$ cat src/rtl/fetch_pkg.sv
// Shared types and widths for the instruction fetch unit.
package fetch_pkg;

  localparam int unsigned ADDR_W  = 64;
  localparam int unsigned INSTR_W = 32;
  localparam int unsigned CNT_W   = 8;

  localparam logic [ADDR_W-1:0] DEFAULT_RESET_PC = 64'h0;

  typedef enum logic [2:0] {
    StIdle,
    StReq,
    StWait,
    StHold,
    StErr
  } fetch_state_e;

endpackage

$ cat src/rtl/instr_fetch_unit_if.sv
// Instruction-memory request/response and decode handshake bundle.
interface instr_fetch_unit_if;

  logic                           imem_req;
  logic [fetch_pkg::ADDR_W-1:0]   imem_addr;
  logic                           imem_gnt;
  logic                           imem_rvalid;
  logic [fetch_pkg::INSTR_W-1:0]  imem_rdata;
  logic                           instr_valid;
  logic [fetch_pkg::INSTR_W-1:0]  instr;
  logic [fetch_pkg::ADDR_W-1:0]   instr_pc;
  logic                           instr_ready;

  // Fetch unit side.
  modport master (
    output imem_req, imem_addr, instr_valid, instr, instr_pc,
    input  imem_gnt, imem_rvalid, imem_rdata, instr_ready
  );

  // Memory and decode side.
  modport slave (
    input  imem_req, imem_addr, instr_valid, instr, instr_pc,
    output imem_gnt, imem_rvalid, imem_rdata, instr_ready
  );

endinterface

$ cat src/rtl/fetch_wdog.sv
// WAIT-state watchdog: counts enabled cycles and flags the LIMIT-th one.
module fetch_wdog
  import fetch_pkg::*;
#(
  parameter int unsigned LIMIT = 16
) (
  input  logic CLK,
  input  logic resetl,
  input  logic clear,
  input  logic enable,
  output logic expired
);

  localparam logic [CNT_W-1:0] LastCnt = CNT_W'(LIMIT - 1);

  logic [CNT_W-1:0] count_q;

  always_ff @(posedge CLK or negedge resetl) begin
    if (!resetl) begin
      count_q <= '0;
    end else if (clear) begin
      count_q <= '0;
    end else if (enable && (count_q != LastCnt)) begin
      count_q <= count_q + CNT_W'(1);
    end
  end

  // Fires during the LIMIT-th consecutive enabled cycle.
  assign expired = enable && (count_q == LastCnt);

endmodule

$ cat src/rtl/instr_fetch_unit.sv
// Single-outstanding instruction fetch FSM with watchdog and sticky error.
// Optional FETCH_MISALIGN_CHECK_EN traps a misaligned NextPC instead of masking it.
module instr_fetch_unit
  import fetch_pkg::*;
#(
  parameter logic [ADDR_W-1:0] RESET_PC = DEFAULT_RESET_PC,
  parameter int unsigned       TIMEOUT  = 16
) (
  input  logic               CLK,
  input  logic               resetl,
  input  logic [ADDR_W-1:0]  NextPC,
  output logic [ADDR_W-1:0]  CurrentPC,
  output logic               fetch_err,
  instr_fetch_unit_if.master bus
);

  if ((TIMEOUT < 2) || (TIMEOUT > 255)) begin : g_bad_timeout
    $error("TIMEOUT must be in 2..255");
  end

  fetch_state_e       state_q;
  logic [ADDR_W-1:0]  pc_q;
  logic [INSTR_W-1:0] instr_q;
  logic [ADDR_W-1:0]  instr_pc_q;
  logic               req_q;
  logic               valid_q;
  logic               err_q;
  logic               wdog_expired;

  fetch_wdog #(
    .LIMIT (TIMEOUT)
  ) u_wdog (
    .CLK     (CLK),
    .resetl  (resetl),
    .clear   (state_q != StWait),
    .enable  (state_q == StWait),
    .expired (wdog_expired)
  );

  always_ff @(posedge CLK or negedge resetl) begin
    if (!resetl) begin
      state_q    <= StIdle;
      pc_q       <= RESET_PC;
      instr_q    <= '0;
      instr_pc_q <= '0;
      req_q      <= 1'b0;
      valid_q    <= 1'b0;
      err_q      <= 1'b0;
    end else begin
      unique case (state_q)
        StIdle: begin
          state_q <= StReq;
          req_q   <= 1'b1;
        end
        StReq: begin
          if (bus.imem_gnt) begin
            state_q <= StWait;
            req_q   <= 1'b0;
          end
        end
        StWait: begin
          // Data wins over a timeout landing in the same cycle.
          if (bus.imem_rvalid) begin
            state_q    <= StHold;
            instr_q    <= bus.imem_rdata;
            instr_pc_q <= pc_q;
            valid_q    <= 1'b1;
          end else if (wdog_expired) begin
            state_q <= StErr;
            err_q   <= 1'b1;
          end
        end
        StHold: begin
          if (bus.instr_ready) begin
            valid_q <= 1'b0;
`ifdef FETCH_MISALIGN_CHECK_EN
            if (NextPC[1:0] != 2'b00) begin
              state_q <= StErr;
              err_q   <= 1'b1;
            end else begin
              pc_q    <= NextPC;
              state_q <= StReq;
              req_q   <= 1'b1;
            end
`else
            pc_q    <= NextPC & ~64'd3;
            state_q <= StReq;
            req_q   <= 1'b1;
`endif
          end
        end
        StErr: begin
          req_q   <= 1'b0;
          valid_q <= 1'b0;
          err_q   <= 1'b1;
        end
        default: begin
          state_q <= StIdle;
          req_q   <= 1'b0;
          valid_q <= 1'b0;
        end
      endcase
    end
  end

  assign CurrentPC       = pc_q;
  assign fetch_err       = err_q;
  assign bus.imem_req    = req_q;
  assign bus.imem_addr   = pc_q;
  assign bus.instr_valid = valid_q;
  assign bus.instr       = instr_q;
  assign bus.instr_pc    = instr_pc_q;

endmodule

$ cat src/flat_wrapper.sv
// flat-port wrapper written by rule: the top's interface ports become plain ports
module instr_fetch_unit_flat import fetch_pkg::*;
#(
  parameter logic [ADDR_W-1:0] RESET_PC = DEFAULT_RESET_PC,
  parameter int unsigned       TIMEOUT  = 16
)
  (CLK, resetl, NextPC, CurrentPC, fetch_err, bus_imem_req, bus_imem_addr, bus_instr_valid, bus_instr, bus_instr_pc, bus_imem_gnt, bus_imem_rvalid, bus_imem_rdata, bus_instr_ready);
  instr_fetch_unit_if bus_i ();
  input  logic CLK;
  input  logic resetl;
  input  logic [ADDR_W-1:0] NextPC;
  output logic [ADDR_W-1:0] CurrentPC;
  output logic fetch_err;
  output wire logic [$bits(bus_i.imem_req)-1:0] bus_imem_req;
  output wire logic [$bits(bus_i.imem_addr)-1:0] bus_imem_addr;
  output wire logic [$bits(bus_i.instr_valid)-1:0] bus_instr_valid;
  output wire logic [$bits(bus_i.instr)-1:0] bus_instr;
  output wire logic [$bits(bus_i.instr_pc)-1:0] bus_instr_pc;
  input wire logic [$bits(bus_i.imem_gnt)-1:0] bus_imem_gnt;
  input wire logic [$bits(bus_i.imem_rvalid)-1:0] bus_imem_rvalid;
  input wire logic [$bits(bus_i.imem_rdata)-1:0] bus_imem_rdata;
  input wire logic [$bits(bus_i.instr_ready)-1:0] bus_instr_ready;
  assign bus_imem_req = bus_i.imem_req;
  assign bus_imem_addr = bus_i.imem_addr;
  assign bus_instr_valid = bus_i.instr_valid;
  assign bus_instr = bus_i.instr;
  assign bus_instr_pc = bus_i.instr_pc;
  assign bus_i.imem_gnt = bus_imem_gnt;
  assign bus_i.imem_rvalid = bus_imem_rvalid;
  assign bus_i.imem_rdata = bus_imem_rdata;
  assign bus_i.instr_ready = bus_instr_ready;
  instr_fetch_unit #(.RESET_PC(RESET_PC), .TIMEOUT(TIMEOUT)) u_core (.CLK(CLK), .resetl(resetl), .NextPC(NextPC), .CurrentPC(CurrentPC), .fetch_err(fetch_err), .bus(bus_i));
endmodule
$ cat config.mk
export PLATFORM = sky130hd
export DESIGN_NAME = instr_fetch_unit_flat
export DESIGN_NICKNAME = d
export VERILOG_FILES = /design/src/rtl/fetch_pkg.sv /design/src/rtl/instr_fetch_unit_if.sv /design/src/rtl/fetch_wdog.sv /design/src/rtl/instr_fetch_unit.sv /design/src/flat_wrapper.sv
export SDC_FILE = /design/constraint.sdc
export NUM_CORES = 1
export LEC_CHECK = 0
export BUFFER_PORTS_ARGS = -buffer_cell sky130_fd_sc_hd__buf_2
export CAP_MARGIN = 20
export CORE_UTILIZATION = 42
export DETAILED_ROUTE_END_ITERATION = 16
export PLACE_DENSITY = 0.84
export SYNTH_ARGS = -nofsm -noshare
export SYNTH_HDL_FRONTEND = slang
export SYNTH_SLANG_ARGS = --single-unit
$ cat constraint.sdc
create_clock -name CLK -period 1.9 [get_ports CLK]
set_input_delay 0.57 -clock CLK [delete_from_list [all_inputs] [get_ports CLK]]
set_output_delay 0.57 -clock CLK [all_outputs]
set_load 0.005 [all_outputs]
; Word level (Yosys, flattened, before mapping)
; Cells that the tools add are included.
[totals]
in_bits = 101
reg_bits = 170
word_cells = 53
[classes]
n_reduce_logical = 12
bitwise = 3
n_addsub = 1
eq_ne = 13
n_mux = 16
[ops]
columns = cell, count
row1 = $mux 8, 2
row2 = $pmux 3 s5, 1
row3 = $mux 3, 4
row4 = $reduce_and 3->1, 3
row5 = $add 8x1->8 const B, 1
row6 = $eq 8x4->1 const B, 1
row7 = $ne 2x2->1 const B, 4
row8 = $ne 8x4->1 const B, 1
row9 = $eq 3x2->1 const B, 2
row10 = $mux 1, 6
row11 = $ne 3x2->1 const B, 2
row12 = $pmux 1 s4, 1
row13 = $reduce_and 2->1, 2
row14 = $reduce_and 4->1, 1
row15 = $reduce_bool 2->1, 2
row16 = $eq 3x1->1 const B, 1
row17 = $eq 3x3->1 const B, 1
row18 = $logic_not 3->1, 1
row19 = $not 1->1, 3
row20 = $pmux 1 s3, 1
row21 = $logic_and 1x1->1, 2
row22 = $ne 2x1->1 const B, 1
row23 = $pmux 1 s2, 1
row24 = $reduce_or 2->1, 1

; Logic depth before layout (Yosys ltp)
; Gate-level depths: netlist of the first run.
[depth]
word_depth = 5
depth_mapped = 7
depth_no_buf = 4

; Modules after synthesis
; From an unflattened synthesis of the first run, not the netlist that was laid out.
[hier_totals]
cells_unflattened = 477
hier_area_um2 = 7397.1
[by_module_without_submodules]
columns = mod, instances, cells_per_inst, area_each_um2, seq_area_each_um2
row1 = instr_fetch_unit, 1, 430, 6939.2, 4053.9
row2 = fetch_wdog, 1, 47, 457.9, 200.2

; Least setup slack after synthesis of the first run
; No wires, ideal clock.
[synth_timing]
path_type = register to register
startpoint = reg u_core.state_q[2]
endpoint = reg u_core.instr_pc_q[10] (netlist: u_core.bus.instr_pc[10])
arrival_ns = 1.713
required_time_ns = 1.773
n_path_buf = 4
stages_incl_launch_ff = 8
synth_period_minus_slack_ns = 1.841
path_slack_ns = 0.059
cell_sequence = dfrtp_1 > buf_2 > or3b_1 > buf_6 > nor2_8 > buf_8 > buf_12 > mux2_1
[synth_between]
elab_chain_cells = 2
[synth_lines]
columns = element, line_no
row1 = "start, declared", instr_fetch_unit.sv:21  ; fetch_state_e state_q;
row2 = "start signal, assigned", instr_fetch_unit.sv:42  ; state_q <= StIdle;
row3 = "start signal, assigned", instr_fetch_unit.sv:52  ; state_q <= StReq;
row4 = "start signal, assigned", instr_fetch_unit.sv:57  ; state_q <= StWait;
row5 = $eq 3x2->1, instr_fetch_unit.sv:50  ; unique case (state_q)
row6 = $reduce_and 2->1 (no line), --
row7 = "end signal, assigned", instr_fetch_unit.sv:66  ; instr_pc_q <= pc_q;
row8 = "end, declared", instr_fetch_unit.sv:24  ; logic [ADDR_W-1:0] instr_pc_q;
; No other way between the ends.
; A chain may end at the register's enable or synchronous reset.

; Worst setup path in the final report of the first run
[layout_timing]
startpoint = reg u_core.state_q[2]
endpoint = reg u_core.instr_q[17] (netlist: u_core.bus.instr[17])
[layout_between]
elab_chain_cells = 2
[layout_lines]
columns = element, line_no
row1 = $eq 3x2->1, instr_fetch_unit.sv:50
row2 = $reduce_and 2->1 (no line), --
row3 = "end signal, assigned", instr_fetch_unit.sv:65  ; instr_q <= bus.imem_rdata;
row4 = "end, declared", instr_fetch_unit.sv:23  ; logic [INSTR_W-1:0] instr_q;
; No other way between the ends.

==> impl_metrics.tcl, run 1 <==
set metrics [dict create \
    drc 0 \
    slew_viol_final 0 \
    yosys.cell_count.top_type "dfrtp_1" \
    hold_viol_final 0 \
    grt.met1_usage 0.2095 \
    dp_cells 946 \
    cts_buffer_depth 2 \
    ys_warn_count 0 \
    postCtsSetupRepairBufs 0 \
    cp_max_fo 48 \
    setup_violations 0 \
    stdcell_area_sq_mm 0.009064 \
    post_dp_cell_area_sq_mm 0.008479 \
    ir_drop_v 0.0007888 \
    cts-root-buf "clkbuf_16" \
    netlist_area_sq_mm 0.007099 \
    drtPass1Iterations 4 \
    io_pins 328 \
    tns_ps 0 \
    grt_pass1_wl_mm 24.05 \
    drt.antenna.violating_nets 0 \
    gp_congestion 0.7907 \
    drt-total-wl_mm 14.99 \
    drive_above_1_share 0.6135 \
    cp.arrival_ps 2120 \
    maxCapViolCount 0 \
    async_flop_share 1.000 \
    outcome "finished clean" \
    clock_sinks 170 \
    ys_seq_elements 170 \
    p_per_area_mw_per_mm2 1689 \
    synth_area_per_cell_sq_um 14.98 \
    fin_crit_sh 0.9611 \
    end_kind "register" \
    dp_hpwl_mm 10.99 \
    rows 47 \
    ys_seq_area_frac 0.5992 \
    area_delta_synth_final_pct 27.67 \
    vias 4611 \
    synth_area_leader_cell "dfrtp_1" \
    fillers 1370 \
    start_util 0.4296 \
    grt_overflow 0 \
    drt_iter0_drc 115 \
    clk-insertion-delay-late_ps 410 \
    via_per_inst 4.715 \
    die_h_um 132.0 \
    pre_cts_ws_ps 88.06 \
    hold_slack_ps 67.92 \
    synth_edf_count 0 \
    required_ps 2190 \
    grt_busiest_layer "met2" \
    ys_types 36 \
    cts_tree "done" \
    fmax_mhz 547.6 \
    grt_util_met2 0.3145 \
    dieArea_sq_mm 0.01743 \
    n_antenna_cell 0 \
    antenna_found_initial 0 \
    synth.area.top_cells "dfrtp_1 (60%), mux2_2 (15%), mux2_1 (9.5%)" \
    core-area_sq_mm 0.01652 \
    rsz0062_at_grt "false" \
    synth_top_cells_by_count "dfrtp_1 (170), mux2_2 (96), buf_4 (71)" \
    cts.clk_slew.worst_paths_ps 70 \
    die_w_um 132.0 \
    tritoncts.num_buffers 17 \
    ctsHoldBuffers 0 \
    h-tree-depth 4 \
    grt_use_total 0.1767 \
    setup.worst_path.start_class "register" \
    wl_per_cell_um 15.32 \
    worstSetupPathType "register to register" \
    skew_ps 10.78 \
    fin_nets 847 \
    fin_ws_ps 73.83 \
    fin_crit_ps 1826 \
    cellLeakagePower_nw 4.546 \
    hold_class "primary input to asynchronous set/reset pin" \
    synthCells 474 \
    cts_resized 0 \
    synth_top_area_share 0.5992 \
    grt_max_degree 49 \
    port_buffers 319 \
    grt_pass1_vias 4608 \
    layoutNonFillerInstCount 978 \
    ys.flop_type "dfrtp_1" \
    met3_usage 0.04998 \
]
==> path summary, 6_finish.rpt <==
path | startpoint | end | slack [ps] | depth (start not counted)
max in group asynchronous | resetl | u_core.bus.instr[8]$_DFFE_PN0P_ | 1250 | 2
worst min register to register | u_core.bus.instr_pc[61]$_DFFE_PN0P_ | u_core.bus.instr_pc[61]$_DFFE_PN0P_ | 480 | 1
worst min-delay path | resetl | u_core.bus.instr_pc[53]$_DFFE_PN0P_ | 70 | 1
worst max register to register | u_core.state_q[2]$_DFFE_PN0P_ | u_core.bus.instr[17]$_DFFE_PN0P_ | 70 | 4
worst max-delay path | u_core.state_q[2]$_DFFE_PN0P_ | u_core.bus.instr[17]$_DFFE_PN0P_ | 70 | 4
min in group CLK | NextPC[7] | u_core.CurrentPC[7]$_DFFE_PN0P_ | 380 | 2
==> layout by cell type, fill, tap and decap left out, types with 3 or more instances in the layout <==
cell | netlist | routed
a21oi_1 | 8 | 8
buf_12 | 6 | 6
buf_2 | 9 | 318
buf_4 | 71 | 10
clkbuf_16 | 0 | 17
clkinv_2 | 0 | 3
clkinvlp_4 | 0 | 3
conb_1 | 1 | 6
dfrtp_1 | 170 | 170
inv_1 | 3 | 3
inv_6 | 0 | 4
mux2_1 | 60 | 60
mux2_2 | 96 | 96
nand2_1 | 5 | 5
nand3_1 | 6 | 5
nor2_1 | 4 | 4
nor3_1 | 3 | 3
o21ai_0 | 6 | 6
or3_1 | 3 | 3
==> flip-flops by register name (all words and copies together), names as in the netlist <==
signal	flops
u_core.bus.instr_valid	1
u_core.bus.instr	32
u_core.u_wdog.count_q	8
u_core.bus.imem_req	1
u_core.bus.instr_pc	62
u_core.state_q	3
u_core.fetch_err	1
u_core.CurrentPC	62
==> metal layers <==
metal	part of all wire	vias to the layer above
met1	0.41	2286
met4	0.0082	0
met5	0	-
met2	0.52	189
li1	-	2126
met3	0.060	10
==> layout make-up <==
type	instances	area (sq um)	share of cell area
timing repair buffer	335	1798	0.1984
clock inverter	13	141.4	0.01560
inverter	3	11.26	0.001242
multi-input combinational	218	2141	0.2362
clock buffer	19	442.9	0.04887
sequential	170	4254	0.4694
tap	220	275.3	0.03037
==> kinds of logic after synthesis <==
kind of cell / Yosys count / share of synthesized area
buffers and inverters: 91 / 0.1036
muxes: 157 / 0.2489
other: 1 / 0.0005282
adders and majority gates: 1 / 0.001762
AOI/OAI and AO/OA: 23 / 0.02045
DFF: 170 / 0.5992
and+or+nand+nor: 31 / 0.02556
==> stage by stage <==
step | power, W | util
3_5_place_dp | 0.01208 | 0.5131
6_report | 0.01531 | 0.5485
3_3_place_gp | 0.01180 | 0.5131
5_1_grt | 0.01628 | 0.5485
2_1_floorplan | 0.009827 | -
4_1_cts | 0.01554 | 0.5485
==> where the power goes <==
group	switching (W)	total [W]	internal (W)	leakage, nW
Combinational	0.00220	0.00537	0.00317	2.21
Clock	0.00143	0.00341	0.00198	0.281
Sequential	0.00117	0.00653	0.00536	2.05
==> critical path, stage by stage (launching register included) <==
cell and delay [ps]:
dfrtp_1 370, or3b_1 470, nor2_8 170, buf_12 260, mux2_2 380
Power figures use the tool's default switching activity.
==> run 2: changes to the inputs <==
--- a/config.mk
+++ b/config.mk
@@ -7,9 +7,11 @@
 export LEC_CHECK = 0
 export BUFFER_PORTS_ARGS = -buffer_cell sky130_fd_sc_hd__buf_2
 export CAP_MARGIN = 20
-export CORE_UTILIZATION = 42
+export CORE_AREA = 2 2 129 131
 export DETAILED_ROUTE_END_ITERATION = 16
-export PLACE_DENSITY = 0.84
+export DIE_AREA = 0 0 131 133
+export PLACE_DENSITY = 0.85
+export RECOVER_POWER = 25
 export SYNTH_ARGS = -nofsm -noshare
 export SYNTH_HDL_FRONTEND = slang
 export SYNTH_SLANG_ARGS = --single-unit
==> constraint.sdc (replaced) <==
create_clock -name CLK -period 2.4 [get_ports CLK]
set_input_delay 0.72 -clock CLK [delete_from_list [all_inputs] [get_ports CLK]]
set_output_delay 0.72 -clock CLK [all_outputs]
set_load 0.005 [all_outputs]
==> run 2 against run 1 <==
Compared with the run above: the run now ends with max-capacitance violations, max-slew violations left; flip-flop and latch count is the same; via count grew 0.59%; clock skew shrank 4.7 ps; fmax shrank 14%; non-clock buffer count shrank 6; final cell count shrank 0.61%; first-iteration DRC count grew 49%; combinational power shrank 22%; critical path type unchanged; largest cell class unchanged; highest routed layer unchanged.
==> impl_metrics.tcl, run 2 (synthesis gave the netlist of run 1 again) <==
set metrics [dict create \
    drt_iter0_drc 171 \
    drt.antenna.violating_nets 0 \
    cts_resized 0 \
    maxCapViolCount 1 \
    fillers 1324 \
    worst-path-buf-inv 1 \
    rr_endpoint "u_core.bus.instr[18]$_DFFE_PN0P_" \
    cp.depth 4 \
    drtPass1Iterations 5 \
    slowest_delay_ps 630 \
    mostFrequentLayoutCells "buf_2 (318), dfrtp_1 (170), mux2_2 (96), mux2_1 (60), clkbuf_16 (17)" \
    cts_tree "done" \
    cp_slowest_cell "or3b_1" \
    postCtsSetupRepairBufs 0 \
    max_slew_margin -0.1393 \
    tritoncts.num_buffers 17 \
    via_per_inst 4.772 \
    io_pins 328 \
    fin_crit_sh 0.8807 \
    clk-insertion-delay-late_ps 420 \
    outcome "complete, but fails checks" \
    cp_max_fo 51 \
    p_switching_w 0.003788 \
    wl_per_cell_um 15.39 \
    r2r-start "u_core.state_q[2]$_DFFE_PN0P_" \
    seq_power_share 0.426 \
    cp.arrival_ps 2410 \
    stdcell_area_sq_mm 0.008979 \
    r2r_cells 4 \
    drt-total-wl_mm 14.96 \
    setup.worst_path.start_class "register" \
    violations "max-capacitance violations, max-slew violations" \
    drive_above_1_share 0.6077 \
    combPwrFrac 0.347 \
    skew_ps 6.039 \
    rows 47 \
    path_cells "or3b_1 -> nor2_8 -> buf_12 -> mux2_2" \
    dp_hpwl_mm 10.80 \
    drc 0 \
    grt_overflow 0 \
    clock_sinks 170 \
    cts-root-buf "clkbuf_16" \
    post_dp_cell_area_sq_mm 0.008422 \
    ctsHoldBuffers 0 \
    hold_class "register to register" \
    n_antenna_cell 0 \
    cp_top_family "simple AND/OR/NAND/NOR gates" \
    tightest_slew_ps 1709 \
    port_buffers 319 \
    worstSetupPathType "register to register" \
    p_per_area_mw_per_mm2 1349 \
    fin_ws_ps 286.3 \
    rsz0062_at_grt "false" \
    cts.clk_slew.worst_paths_ps 60 \
    die_h_um 133 \
    area_delta_synth_final_pct 26.47 \
    fin_nets 841 \
    grt_pass1_vias 4461 \
    h-tree-depth 4 \
    slew_viol_final 32 \
    grt_pass1_wl_mm 22.63 \
    crit_end "u_core.bus.instr[18]$_DFFE_PN0P_" \
    end_kind "register" \
    setup_violations 0 \
    intPower_w 0.008320 \
    fmax_mhz 473.1 \
    core-area_sq_mm 0.01617 \
    dieArea_sq_mm 0.01742 \
    grt_use_total 0.1676 \
    die_w_um 131 \
    cts_buffer_depth 2 \
    required_ps 2700 \
    gp_congestion 0.7749 \
    fin_crit_ps 2114 \
    cellLeakagePower_nw 4.497 \
    start_util 0.4390 \
    pre_cts_ws_ps 295.8 \
    antenna_found_initial 0 \
    vias 4638 \
    startpoint "u_core.state_q[2]$_DFFE_PN0P_" \
    grt_max_degree 86 \
    layout_commonest_cell "buf_2" \
    r2r_slack_ps 290 \
    pwr-share-clk 0.227 \
    tns_ps 0 \
    hold_viol_final 0 \
    ir_drop_v 0.0006261 \
    switching_share 0.3129 \
]
## run 2: routing by layer
layer,routed length (um),track usage
met1,5955,0.2007
met2,7772,0.2844
met3,1056,0.05216
met4,175,0.05674
met5,0,0
## run 2: worst register-to-register path, stage by stage, from the launching register on
cell and delay (ps):
dfrtp_1 470, or3b_1 630, nor2_8 200, buf_12 270
mux2_2 430
## run 2: cell type report
type	instances	area (sq um)	area share
inverter	3	11.26	0.001254
multi-input combinational	218	2141	0.2384
sequential	170	4254	0.4738
clock buffer	20	456.7	0.05086
tap	220	275.3	0.03066
clock inverter	12	138.9	0.01547
timing repair buffer	329	1702	0.1895
## run 2: power by group through the flow
stage                     clock [W]  combinational [W]  sequential, W
after CTS                   0.00283            0.00430        0.00517
final                       0.00275            0.00420        0.00516
after global placement            0            0.00417        0.00513
after global routing        0.00296            0.00462        0.00537
after detailed placement          0            0.00429        0.00521
after floorplan                   0            0.00257        0.00521
## run 2: how the worst min path moves through the flow
stage	endpoint	start	depth (start not counted)
after detailed placement	u_core.bus.instr_pc[16]$_DFFE_PN0P_	u_core.bus.instr_pc[16]$_DFFE_PN0P_	1
after global routing	u_core.bus.instr_pc[45]$_DFFE_PN0P_	u_core.bus.instr_pc[45]$_DFFE_PN0P_	1
after global placement	u_core.bus.instr[19]$_DFFE_PN0P_	u_core.bus.instr[19]$_DFFE_PN0P_	1
final	u_core.bus.instr_pc[22]$_DFFE_PN0P_	u_core.bus.instr_pc[22]$_DFFE_PN0P_	1
after CTS	u_core.bus.instr_pc[25]$_DFFE_PN0P_	resetl	2
after floorplan	u_core.CurrentPC[10]$_DFFE_PN0P_	resetl	0
## run 2: stage by stage
step                      total power, W  hold WS (ps)  std cells  utilization
after floorplan                 0.007780         424.4        479            -
after detailed placement        0.009506         469.1        940       0.5208
after CTS                        0.01230         270.5        972       0.5576
after global routing             0.01295         498.0        972       0.5552
after global placement          0.009303         461.7        940       0.5208
final                            0.01211         480.7        972       0.5552
==> run 3: changes to the inputs <==
--- a/config.mk
+++ b/config.mk
@@ -7,10 +7,11 @@
 export LEC_CHECK = 0
 export BUFFER_PORTS_ARGS = -buffer_cell sky130_fd_sc_hd__buf_2
 export CAP_MARGIN = 20
-export CORE_AREA = 2 2 129 131
+export CELL_PAD_IN_SITES_DETAIL_PLACEMENT = 1
+export CELL_PAD_IN_SITES_GLOBAL_PLACEMENT = 2
+export CORE_UTILIZATION = 32
 export DETAILED_ROUTE_END_ITERATION = 16
-export DIE_AREA = 0 0 131 133
-export PLACE_DENSITY = 0.85
+export PLACE_DENSITY = 0.93
 export RECOVER_POWER = 25
 export SYNTH_ARGS = -nofsm -noshare
 export SYNTH_HDL_FRONTEND = slang
==> constraint.sdc (replaced) <==
create_clock -name CLK -period 2.4 [get_ports CLK]
set_input_delay 0.36 -clock CLK [delete_from_list [all_inputs] [get_ports CLK]]
set_output_delay 0.36 -clock CLK [all_outputs]
set_load 0.005 [all_outputs]
==> run 3 against run 2 <==
Compared with the run above: the flow still finishes with violations (max-capacitance violations, max-slew violations); flip-flop and latch count unchanged; final cell count up 6.5%; critical path type unchanged; clock power about the same; utilization down 14 points; setup slack better by 140 ps; via count up 0.80%.
==> impl_metrics.tcl, run 3 (synthesis gave the netlist of run 1 again) <==
set metrics [dict create \
    setup_violations 0 \
    drive_above_1_share 0.6093 \
    clk-insertion-delay-late_ps 420 \
    fmax_mhz 505.4 \
    crit_end "u_core.bus.instr[22]$_DFFE_PN0P_" \
    grt_use_total 0.1526 \
    seqCellArea_sq_mm 0.004254 \
    vias 4675 \
    start_util 0.3263 \
    cts_buffer_depth 2 \
    fin_crit_ps 1979 \
    mostFrequentLayoutCells "buf_2 (318), dfrtp_1 (170), mux2_2 (96), mux2_1 (60), clkbuf_16 (17)" \
    cellLeakagePower_nw 4.522 \
    r2r_slack_ps 420 \
    hold_class "primary input to register" \
    cp_max_fo 53 \
    grt_overflow 0 \
    n_antenna_cell 0 \
    cts-root-buf "clkbuf_16" \
    core-area_sq_mm 0.02176 \
    port_buffers 319 \
    drc 0 \
    cts.clk_slew.worst_paths_ps 70 \
    r2r-start "u_core.state_q[1]$_DFFE_PN0P_" \
    io_pins 328 \
    die_w_um 150.9 \
    dieArea_sq_mm 0.02278 \
    multi_input_area_sq_mm 0.002141 \
    gp_congestion 0.7427 \
    required_ps 2690 \
    wl_per_cell_um 16.56 \
    outcome "complete, but fails checks" \
    skew_ps 12.22 \
    end_kind "register" \
    via_per_inst 4.517 \
    area_delta_synth_final_pct 28.25 \
    hold_viol_final 0 \
    rr_endpoint "u_core.bus.instr[22]$_DFFE_PN0P_" \
    cp.arrival_ps 2270 \
    grt_pass1_wl_mm 26.52 \
    r2r_cells 4 \
    rsz0062_at_grt "false" \
    dp_hpwl_mm 12.54 \
    drtPass1Iterations 4 \
    antenna_found_initial 0 \
    h-tree-depth 4 \
    ir_drop_v 0.0004272 \
    die_h_um 150.9 \
    p_per_area_mw_per_mm2 1341 \
    drt_iter0_drc 99 \
    layout_commonest_cell "buf_2" \
    setup.worst_path.start_class "register" \
    fin_crit_sh 0.8244 \
    fin_nets 844 \
    cts_tree "done" \
    max_slew_margin -0.04329 \
    slew_viol_final 56 \
    clock_sinks 170 \
    finalPower_w 0.01221 \
    grt_max_degree 58 \
    rows 54 \
    worstSetupPathType "register to register" \
    tns_ps 0 \
    drt.antenna.violating_nets 0 \
    tritoncts.num_buffers 17 \
    maxCapViolCount 1 \
    grt_pass1_vias 4901 \
    tightest_slew_ps 1565 \
    startpoint "u_core.state_q[1]$_DFFE_PN0P_" \
    postCtsSetupRepairBufs 0 \
    drt-total-wl_mm 17.14 \
    fillers 2389 \
    violations "max-capacitance violations, max-slew violations" \
]
==> run 3: worst max-delay path, cell delays in order, from the launching register on <==
cell     delay, ps
dfrtp_1        500
or3b_1         480
nor2_8         150
buf_12         280
mux2_2         390
==> run 3: worst min-delay path by stage <==
stage / startpoint / to / slack, ps / depth (start not counted)
after floorplan: resetl / u_core.CurrentPC[10]$_DFFE_PN0P_ / 60 / 0
after global placement: resetl / u_core.CurrentPC[39]$_DFFE_PN0P_ / 380 / 1
after detailed placement: resetl / u_core.bus.instr_pc[39]$_DFFE_PN0P_ / 390 / 1
after CTS: bus_imem_rdata[19] / u_core.bus.instr[19]$_DFFE_PN0P_ / 150 / 2
after global routing: NextPC[25] / u_core.CurrentPC[25]$_DFFE_PN0P_ / 140 / 2
final: bus_imem_rdata[19] / u_core.bus.instr[19]$_DFFE_PN0P_ / 170 / 2
==> run 3: cell type report <==
cell class / count / area share
inverters: 3 / 0.001237
well taps: 280 / 0.03848
clock inverters: 12 / 0.01498
flip-flops and latches: 170 / 0.4672
repair buffers: 332 / 0.1928
multi-input cells: 218 / 0.2351
clock buffers: 20 / 0.05016
==> run 3: routing by layer <==
| layer | GRT usage | wire (um) | share of wire |
|---|---|---|---|
| met1 | 0.1777 | 6776 | 0.40 |
| met2 | 0.2672 | 8911 | 0.52 |
| met3 | 0.04940 | 1230 | 0.072 |
| met4 | 0.04250 | 225 | 0.013 |
| met5 | 0 | 0 | 0 |
==> run 3: repair_timing <==
| action | in CTS | in global routing |
|---|---|---|
| hold buffers | 1 | 0 |
| resized for setup | 0 | 0 |
| endpoints found under the hold margin | 52 | 0 |
==> run 3: per-stage QoR <==
| step | worst slack (ps) | hold slack (ps) | std cells | util | instance area (sq um) |
|---|---|---|---|---|---|
| 5_1_grt | 225.0 | 143.4 | 1035 | 0.4185 | 9105 |
| 3_5_place_dp | 423.9 | 390.7 | 1002 | 0.3912 | 8512 |
| 2_1_floorplan | 559.1 | 64.41 | 479 | - | 7118 |
| 4_1_cts | 419.2 | 145.5 | 1035 | 0.4190 | 9115 |
| 3_3_place_gp | 470.2 | 381.6 | 1002 | 0.3912 | 8512 |
| 6_report | 421.4 | 169.9 | 1035 | 0.4185 | 9105 |
==> run 3: power by group <==
part / internal [W] / total (W) / switching (W)
registers: 0.00424 / 0.00520 / 0.000956
logic: 0.00248 / 0.00425 / 0.00177
clock network: 0.00160 / 0.00276 / 0.00116
